--- config.mk ---
export PLATFORM = sky130hd
export DESIGN_NAME = path_player
export DESIGN_NICKNAME = d
export VERILOG_FILES = /design/src/rtl/maze_pkg.sv /design/src/rtl/coord_step.sv /design/src/rtl/path_player.sv
export SDC_FILE = /design/constraint.sdc
export NUM_CORES = 1
export LEC_CHECK = 0
export CAP_MARGIN = 20
export CORE_ASPECT_RATIO = 1.2
export CORE_UTILIZATION = 35
export CTS_CLUSTER_DIAMETER = 120
export DETAILED_ROUTE_END_ITERATION = 7
export GPL_TIMING_DRIVEN = 0
export PLACE_DENSITY = 0.64
export SETUP_SLACK_MARGIN = 0.3
export SYNTH_ARGS = -nofsm -noshare
export SYNTH_HDL_FRONTEND = slang
export SYNTH_HIERARCHICAL = 1
export SYNTH_SLANG_ARGS = --single-unit
--- constraint.sdc ---
create_clock -name clk -period 2.36 [get_ports clk]
set_input_delay 0.472 -clock clk [delete_from_list [all_inputs] [get_ports clk]]
set_output_delay 0.472 -clock clk [all_outputs]
set_load 0.05 [all_outputs]
--- src/rtl/maze_pkg.sv ---
// rtl/maze_pkg.sv - shared maze move encoding, coordinate width and path player state type
package maze_pkg;

  localparam int MOVE_W      = 2;
  localparam int COORD_W_DEF = 4;

  // Move words as pushed by the solver and popped by the player
  typedef enum logic [MOVE_W-1:0] {
    DIR_RIGHT = 2'b00,
    DIR_DOWN  = 2'b01,
    DIR_LEFT  = 2'b10,
    DIR_UP    = 2'b11
  } dir_e;

  typedef enum logic [2:0] {
    IDLE,
    REQ,
    CAPT,
    PRES,
    FIN
  } player_state_e;

endpackage

--- src/rtl/coord_step.sv ---
// rtl/coord_step.sv - applies one move to a (row, col) position with bounds detection
module coord_step
  import maze_pkg::*;
#(
  parameter int COORD_W = COORD_W_DEF
) (
  input  logic [COORD_W-1:0] row,
  input  logic [COORD_W-1:0] col,
  input  dir_e               move,
  output logic [COORD_W-1:0] next_row,
  output logic [COORD_W-1:0] next_col,
  output logic               oob
);

  localparam logic [COORD_W-1:0] MAX_C = '1;
  localparam logic [COORD_W-1:0] ONE_C = {{(COORD_W-1){1'b0}}, 1'b1};

  // Step one cell; a move off the grid keeps the coordinate and flags oob
  always_comb begin
    next_row = row;
    next_col = col;
    oob      = 1'b0;
    case (move)
      DIR_RIGHT: if (col == MAX_C) oob = 1'b1; else next_col = col + ONE_C;
      DIR_DOWN:  if (row == MAX_C) oob = 1'b1; else next_row = row + ONE_C;
      DIR_LEFT:  if (col == '0)    oob = 1'b1; else next_col = col - ONE_C;
      DIR_UP:    if (row == '0)    oob = 1'b1; else next_row = row - ONE_C;
      default:   oob = 1'b0;
    endcase
  end

endmodule

--- src/rtl/path_player.sv ---
// rtl/path_player.sv - replays the solved move stack as a handshaked coordinate stream
module path_player
  import maze_pkg::*;
#(
  parameter int WIDTH   = MOVE_W,
  parameter int COORD_W = COORD_W_DEF
) (
  input  logic               clk,
  input  logic               rst,
  input  logic               start,
  output logic               read,
  input  logic [WIDTH-1:0]   pout,
  input  logic               is_empty,
  input  logic               all_read,
  output logic               pos_valid,
  input  logic               pos_ready,
  output logic [COORD_W-1:0] row,
  output logic [COORD_W-1:0] col,
  output logic               busy,
  output logic               done,
  output logic               err
);

  player_state_e      state;
  logic               last_q;
  dir_e               move;
  logic [COORD_W-1:0] step_row;
  logic [COORD_W-1:0] step_col;
  logic               step_oob;

  assign move = dir_e'(pout[MOVE_W-1:0]);

  coord_step #(.COORD_W(COORD_W)) u_step (
    .row      (row),
    .col      (col),
    .move     (move),
    .next_row (step_row),
    .next_col (step_col),
    .oob      (step_oob)
  );

  // Replay FSM: one read, one capture and one presentation per stored move
  always_ff @(posedge clk or negedge rst) begin
    if (!rst) begin
      state     <= IDLE;
      read      <= 1'b0;
      pos_valid <= 1'b0;
      busy      <= 1'b0;
      done      <= 1'b0;
      err       <= 1'b0;
      row       <= '0;
      col       <= '0;
      last_q    <= 1'b0;
    end else begin
      read <= 1'b0;
      done <= 1'b0;
      case (state)
        IDLE: begin
          pos_valid <= 1'b0;
          busy      <= 1'b0;
          if (start) begin
            row  <= '0;
            col  <= '0;
            err  <= 1'b0;
            busy <= 1'b1;
            if (is_empty) begin
              state <= FIN;
            end else begin
              state <= REQ;
              read  <= 1'b1;
            end
          end
        end
        REQ: begin
          state <= CAPT;
        end
        CAPT: begin
          row       <= step_row;
          col       <= step_col;
          last_q    <= all_read;
          pos_valid <= 1'b1;
          if (step_oob) err <= 1'b1;
          state     <= PRES;
        end
        PRES: begin
          if (pos_ready) begin
            pos_valid <= 1'b0;
            if (last_q) begin
              state <= FIN;
            end else begin
              state <= REQ;
              read  <= 1'b1;
            end
          end
        end
        FIN: begin
          done  <= 1'b1;
          busy  <= 1'b0;
          state <= IDLE;
        end
        default: begin
          state <= IDLE;
        end
      endcase
    end
  end

endmodule

==> reports/results.txt, run 1 <==
Outcome: finished, final reports clean
Final HPWL from detailed placement: 1962 um
Pin count of the biggest net entering global routing: 18
Vias in the first global route: 1,106
Part of the power in combinational logic: 0.635
Power share of the sequential group: 0.265
Min Clock Period, post-route: 1992 ps
Placement Rows: 23
Worst path required time: 1890 ps
Core Area: 3338 um2
Count of distinct cell types in the synthesized netlist: 45
Register bit count reported by yosys: 17
Later-pin clock latency in the skew report: 240 ps
Achievable frequency: 502.1 MHz
Max incr delay on CP: 840 ps
Initial Utilization: 0.3658
Kind of cell adding the most delay to the critical path: buffers and inverters
Total design power: 0.002082 W
Ports placed on the boundary: 21
Final number of setup-violating endpoints: 0
Area share of the leading cell type in the synthesized netlist: 0.3484
Highest-count cells in the layout ignoring fill and taps: 16 x sky130_fd_sc_hd__clkdlybuf4s50_1, 15 x sky130_fd_sc_hd__dfrtp_1, 9 x sky130_fd_sc_hd__inv_1, 9 x sky130_fd_sc_hd__a21oi_1
DRC violation count after routing: 0
NumNets Final: 166
Power density over cell area: 1375 nW/um2
Deepest clock path buffer count: 2
Router iterations before antenna repair: 4
Total number of vias: 1,111
Proportion of synthesized chip area in sequential cells: 0.3484
Worst slew slack as a fraction of its limit: 0.5062
Proportion of layout cells with a drive suffix above 1: 0.2026
Clock buffer count from CTS: 3
CP startpoint kind: flop
Wire length of the first global-routing pass: 4836 um
Power spent charging and discharging nets: 0.0009795 W
Final RePlAce weighted congestion: 0.7988
Area of the mapped netlist: 1221 um2
Clock Sink Count: 17
DRT Wirelength: 2701 um
Cells after synthesis: 129
Synth area leader: sky130_fd_sc_hd__dfrtp_1
RSZ-0062 raised after global routing: false
Die Y: 66.71 um
Pin slew with the least headroom to its limit: 738.3 ps
Proportion of total power due to net switching: 0.4706
Number of synthesized flops with an enable pin: 0
Cell chain of the critical path: clkdlybuf4s50_1
Congestion Overflow GR: 0
Hold violation count in the final report: 0
Setup crit end kind: output port
CTS root buf: sky130_fd_sc_hd__clkbuf_8
Max-cap viol count: 0
I/O Buffers: 20
H-tree levels: 1
Count of pins over their slew limit: 0
Syn-to-layout area delta: 23.98%
Worst setup skew after layout: 1.700 ps
Standard cell with the maximum stage delay on the critical path: sky130_fd_sc_hd__clkdlybuf4s50_1
DIE WIDTH: 55.92 um
Routed len/inst: 14.22 um
Die area: 3730 um2
Min-delay worst type: flop to flop
Max IR drop VDD: 737.5 uV
Worst-path clk slew: 60 ps
Total nets after synthesis: 141
Most used flip-flop cell after synthesis: sky130_fd_sc_hd__dfrtp_1
Arrival time at the worst endpoint: 1520 ps
Number of antenna violations at the first check in global routing: 0
Hold Buf Count CTS: 0
Number of vias per cell: 5.847
Area contributors post-synth: sky130_fd_sc_hd__dfrtp_1 35%, sky130_fd_sc_hd__a22o_2 6.6%, sky130_fd_sc_hd__ha_1 4.1%
Post-detailed-route count of antenna-violating nets: 0
Number of buffers added for setup after CTS: 0
Async set-or-reset flop fraction in the synthesized netlist: 1.000
Clock network fraction of total power: 0.100
Maximum net fanout on the critical path: 6
Leading cell type in the layout, fill and taps excluded: sky130_fd_sc_hd__clkdlybuf4s50_1
Diode insertion count for antenna repair: 0
Standby leakage power: 0.6635 nW
Number of buffer and inverter instances along the worst setup path: 1
Drt initial violations: 25
Final period utilization: 0.8439
Average instance area after synthesis: 9.466 um2
Final sum of negative setup slack: 0 ps
CTS tree: yes
Internal Power: 0.001102 W
Number of warnings printed during yosys synthesis: 6
Combined global-route utilization of all metal layers: 0.1606
Worst Setup Path Type: flop to output port
[metrics by stage]
stage	hold WS (ps)	util	instances	worst slack, ps	area, um2
2_1_floorplan	176.4	-	129	300.7	1221
3_3_place_gp	490.5	0.4397	186	257.4	1468
3_5_place_dp	510.1	0.4397	186	240.2	1468
4_1_cts	529.9	0.4520	190	321.5	1509
5_1_grt	548.1	0.4535	190	302.5	1514
6_report	524.7	0.4535	190	368.3	1514
[cells in the mapped netlist (all sizes together), types with 3 or more instances]
cell and instances:
o21ai 6, nand3 3, nand3b 3, nor2 3
a211oi 3, dfrtp 17, nor3b 5, a21oi 9
o22ai 4, buf 9, a22o 8, or3b 3
a2bb2oi 3, nand2 8, inv 9, ha 4
nand2b 3
[logic make-up (layout without fill, tap and decap cells)]
logic type,count (synthesis),count (layout),share of synthesized area
buf+inv,18,42,0.08196
compound gates,42,42,0.2572
mux,3,3,0.02869
simple gates,43,43,0.2285
flops,17,17,0.3484
fa+ha+maj,4,4,0.04099
xor+xnor,2,2,0.01435
[layout make-up]
class / instances / area (um2)
fillers: 320 / 1824
plain buffers: 9 / 66.31
repair buffers: 20 / 198.9
well taps: 37 / 46.29
inverters: 9 / 33.78
clock buffers: 4 / 45.04
multi-input cells: 94 / 695.7
flip-flops and latches: 17 / 427.9
[worst paths after layout]
kind / from / endpoint / slack [ps] / cells after the start
worst min register to register: pos_valid / pos_valid / 520 / 1
max in group asynchronous: rst / col[1] / 1180 / 1
worst max register to register: col[0] / col[1] / 480 / 6
worst min-delay path: pos_valid / pos_valid / 520 / 1
min in group asynchronous: rst / row[3] / 670 / 1
worst max-delay path: row[0] / row[0] / 370 / 1
[routing by layer]
| metal | vias to the layer above | GRT usage | part of all wire |
|---|---|---|---|
| met1 | 541 | 0.2080 | 0.48 |
| met2 | 34 | 0.2771 | 0.48 |
| met3 | 2 | 0.01942 | 0.033 |
| met5 | - | 0 | 0 |
| met4 | 0 | 0.05793 | 0.0059 |
| li1 | 534 | - | - |
[what timing repair did]
item / in CTS / in global routing
pin swaps: 0 / 0
endpoints found under the setup margin: 3 / 3
resized for setup: 3 / 3
[flip-flops by register name, summed over array words and instances, names as in the netlist]
name / count
last_q: 1
err: 1
done: 1
col: 4
read: 1
row: 4
busy: 1
state: 3
pos_valid: 1
[power by group through the flow]
stage,clock [W],combinational [W],sequential [W]
floorplan,0,0.000719,0.000816
global placement,0,0.00131,0.000550
detailed placement,0,0.00133,0.000552
CTS,0.000218,0.00132,0.000549
global route,0.000232,0.00143,0.000574
finish,0.000208,0.00132,0.000551
Power figures use the tool's default switching activity.
==> inputs of run 2 (changes only) <==
- PLACE_DENSITY: 0.64 -> 0.66
- clock period: 2.36 -> 1.7 ns (I/O delays scaled with it)
==> reports/results.txt, run 2 (synthesis results as in run 1) <==
Outcome: finished, final reports clean (unchanged)
Router iterations before antenna repair: 4 (unchanged)
Proportion of layout cells with a drive suffix above 1: 0.5241 (was 0.2026)
Number of antenna violations at the first check in global routing: 0 (unchanged)
Total number of vias: 1,160 (was 1,111)
Hold violation count in the final report: 0 (unchanged)
Max IR drop VDD: 1033 uV (was 737.5 uV)
First element of the critical path: col[0] (was row[0])
I/O Buffers: 20 (unchanged)
DRC violation count after routing: 0 (unchanged)
Achievable frequency: 611.4 MHz
Standby leakage power: 0.7578 nW (was 0.6635 nW)
Standard cell with the maximum stage delay on the critical path: sky130_fd_sc_hd__dfrtp_2 (was sky130_fd_sc_hd__clkdlybuf4s50_1)
Worst setup skew after layout: 1.176 ps (was 1.700 ps)
CTS tree: yes (unchanged)
Final RePlAce weighted congestion: 0.8106 (was 0.7988)
Post-detailed-route count of antenna-violating nets: 0 (unchanged)
Cell chain of the critical path: buf_4 -> buf_4 -> o31a_1 -> o21ai_1 -> o311ai_1 -> a22o_2 (was clkdlybuf4s50_1)
Deepest clock path buffer count: 2 (unchanged)
Combined global-route utilization of all metal layers: 0.1788 (was 0.1606)
CP startpoint kind: flop (unchanged)
Number of fill cells: 306 (was 320)
Syn-to-layout area delta: 48.87% (was 23.98%)
Die area: 3730 um2 (unchanged)
Core Area: 3338 um2 (unchanged)
Worst Setup Path Type: flop to flop (was flop to output port)
Final instance area: 1818 um2 (was 1514 um2)
Min Clock Period, post-route: 1636 ps
Ports placed on the boundary: 21 (unchanged)
DIE WIDTH: 55.92 um (unchanged)
Worst path required time: 1840 ps (was 1890 ps)
Cell count after placement: 186 (unchanged)
DRT Wirelength: 3267 um (was 2701 um)
Worst slew slack as a fraction of its limit: 0.5219 (was 0.5062)
Final period utilization: 0.9622
Routed len/inst: 16.09 um (was 14.22 um)
Diode insertion count for antenna repair: 0 (unchanged)
H-tree levels: 1 (unchanged)
Final HPWL from detailed placement: 2091 um (was 1962 um)
Initial Utilization: 0.3658 (unchanged)
Placement Rows: 23 (unchanged)
Worst R2R Setup Slack: 60 ps (was 480 ps)
Worst Reg2Reg Path Length in Cells: 6 (unchanged)
Maximum net fanout on the critical path: 4 (was 6)
CTS root buf: sky130_fd_sc_hd__clkbuf_8 (unchanged)
Count of pins over their slew limit: 0 (unchanged)
Wire length of the first global-routing pass: 5168 um (was 4836 um)
Highest-count cells in the layout ignoring fill and taps: 13 x sky130_fd_sc_hd__buf_4, 9 x sky130_fd_sc_hd__buf_6, 9 x sky130_fd_sc_hd__dfrtp_1 (was 16 x sky130_fd_sc_hd__clkdlybuf4s50_1, 15 x sky130_fd_sc_hd__dfrtp_1, 9 x sky130_fd_sc_hd__inv_1, 9 x sky130_fd_sc_hd__a21oi_1)
Clock buffer count from CTS: 3 (unchanged)
Later-pin clock latency in the skew report: 250 ps (was 240 ps)
Clock Sink Count: 17 (unchanged)
Post-route non-filler standard cell count: 203 (was 190)
Arrival time at the worst endpoint: 1770 ps (was 1520 ps)
Die Y: 66.71 um (unchanged)
RSZ-0062 raised after global routing: true (was false)
Power density over cell area: 1932 nW/um2 (was 1375 nW/um2)
Drt initial violations: 49 (was 25)
Max-cap viol count: 0 (unchanged)
End of the worst register-to-register path: col[3] (was col[1])
Standard cell area after detailed placement: 1541 um2 (was 1468 um2)
Most numerous cell on the critical path: sky130_fd_sc_hd__buf_4
NumNets Final: 179 (was 166)
Final number of setup-violating endpoints: 0 (unchanged)
Reg-to-reg startpoint: col[0] (unchanged)
Max incr delay on CP: 420 ps (was 840 ps)
Worst-path clk slew: 60 ps (about the same)
Min-delay worst type: input pin to async pin (was flop to flop)
Number of vias per cell: 5.714 (was 5.847)
Largest registers: col (4), row (4), state (3) (unchanged)
Leading cell type in the layout, fill and taps excluded: sky130_fd_sc_hd__buf_4 (was sky130_fd_sc_hd__clkdlybuf4s50_1)
Pin count of the biggest net entering global routing: 18 (unchanged)
Vias in the first global route: 1,112 (was 1,106)
Congestion Overflow GR: 0 (unchanged)
Setup crit end kind: flop (was output port)
Pin slew with the least headroom to its limit: 715.0 ps (was 738.3 ps)
Hold Buf Count CTS: 0 (unchanged)
run 2: worst max path at each step:
stage	end	slack, ps	cells after the start
final	col[3]	60	6
after global routing	col[1]	10	6
after CTS	col[1]	50	6
after detailed placement	col[1]	-320	6
after global placement	row[0]	-300	6
after floorplan	col[1]	-70	6
run 2: power breakdown:
part | internal (W) | total, W | switching [W]
Clock | 0.000166 | 0.000288 | 0.000122
Sequential | 0.000585 | 0.000771 | 0.000186
Combinational | 0.00114 | 0.00245 | 0.00131
run 2: worst max-delay path: cells and delay by family (launching register included):
kind,cells,cell delay [ps]
DFF,1,420
AOI/OAI and AO/OA,4,820
buffers and inverters,2,280
run 2: final cells by class:
cell class                      count  area (um2)  share of cell area
Multi-Input combinational cell     94       863.3              0.4749
Sequential cell                    17       435.4              0.2395
Timing Repair Buffer               33       312.8              0.1721
Buffer                              9       81.33             0.04474
Tap cell                           37       46.29             0.02546
Clock buffer                        4       45.04             0.02478
Inverter                            9       33.78             0.01858
run 2: what timing repair did:
| item | in CTS | in global routing |
|---|---|---|
| resized for setup | 67 | 19 |
| setup buffers | 9 | 4 |
| setup endpoints to repair | 22 | 15 |
| hold endpoints to repair | 0 | 0 |
| pin swaps | 14 | 9 |
run 2: routing by layer:
layer	up-vias	global-route usage	routed length [um]
li1	561	-	-
met1	559	0.2159	1365
met2	31	0.3223	1693
met3	9	0.02524	113
met4	0	0.07012	94
met5	-	0	0
run 2: per-stage QoR:
stage	power (W)	hold slack, ps	setup TNS (ps)	util	worst slack [ps]
2_1_floorplan	0.002276	44.41	-67.59	-	-67.59
3_3_place_gp	0.002741	496.4	-1837	0.4618	-298.9
3_5_place_dp	0.002804	509.3	-2023	0.4618	-323.1
4_1_cts	0.003344	524.3	0	0.5232	54.06
5_1_grt	0.003743	532.5	0	0.5446	12.86
6_report	0.003512	519.9	0	0.5446	64.34
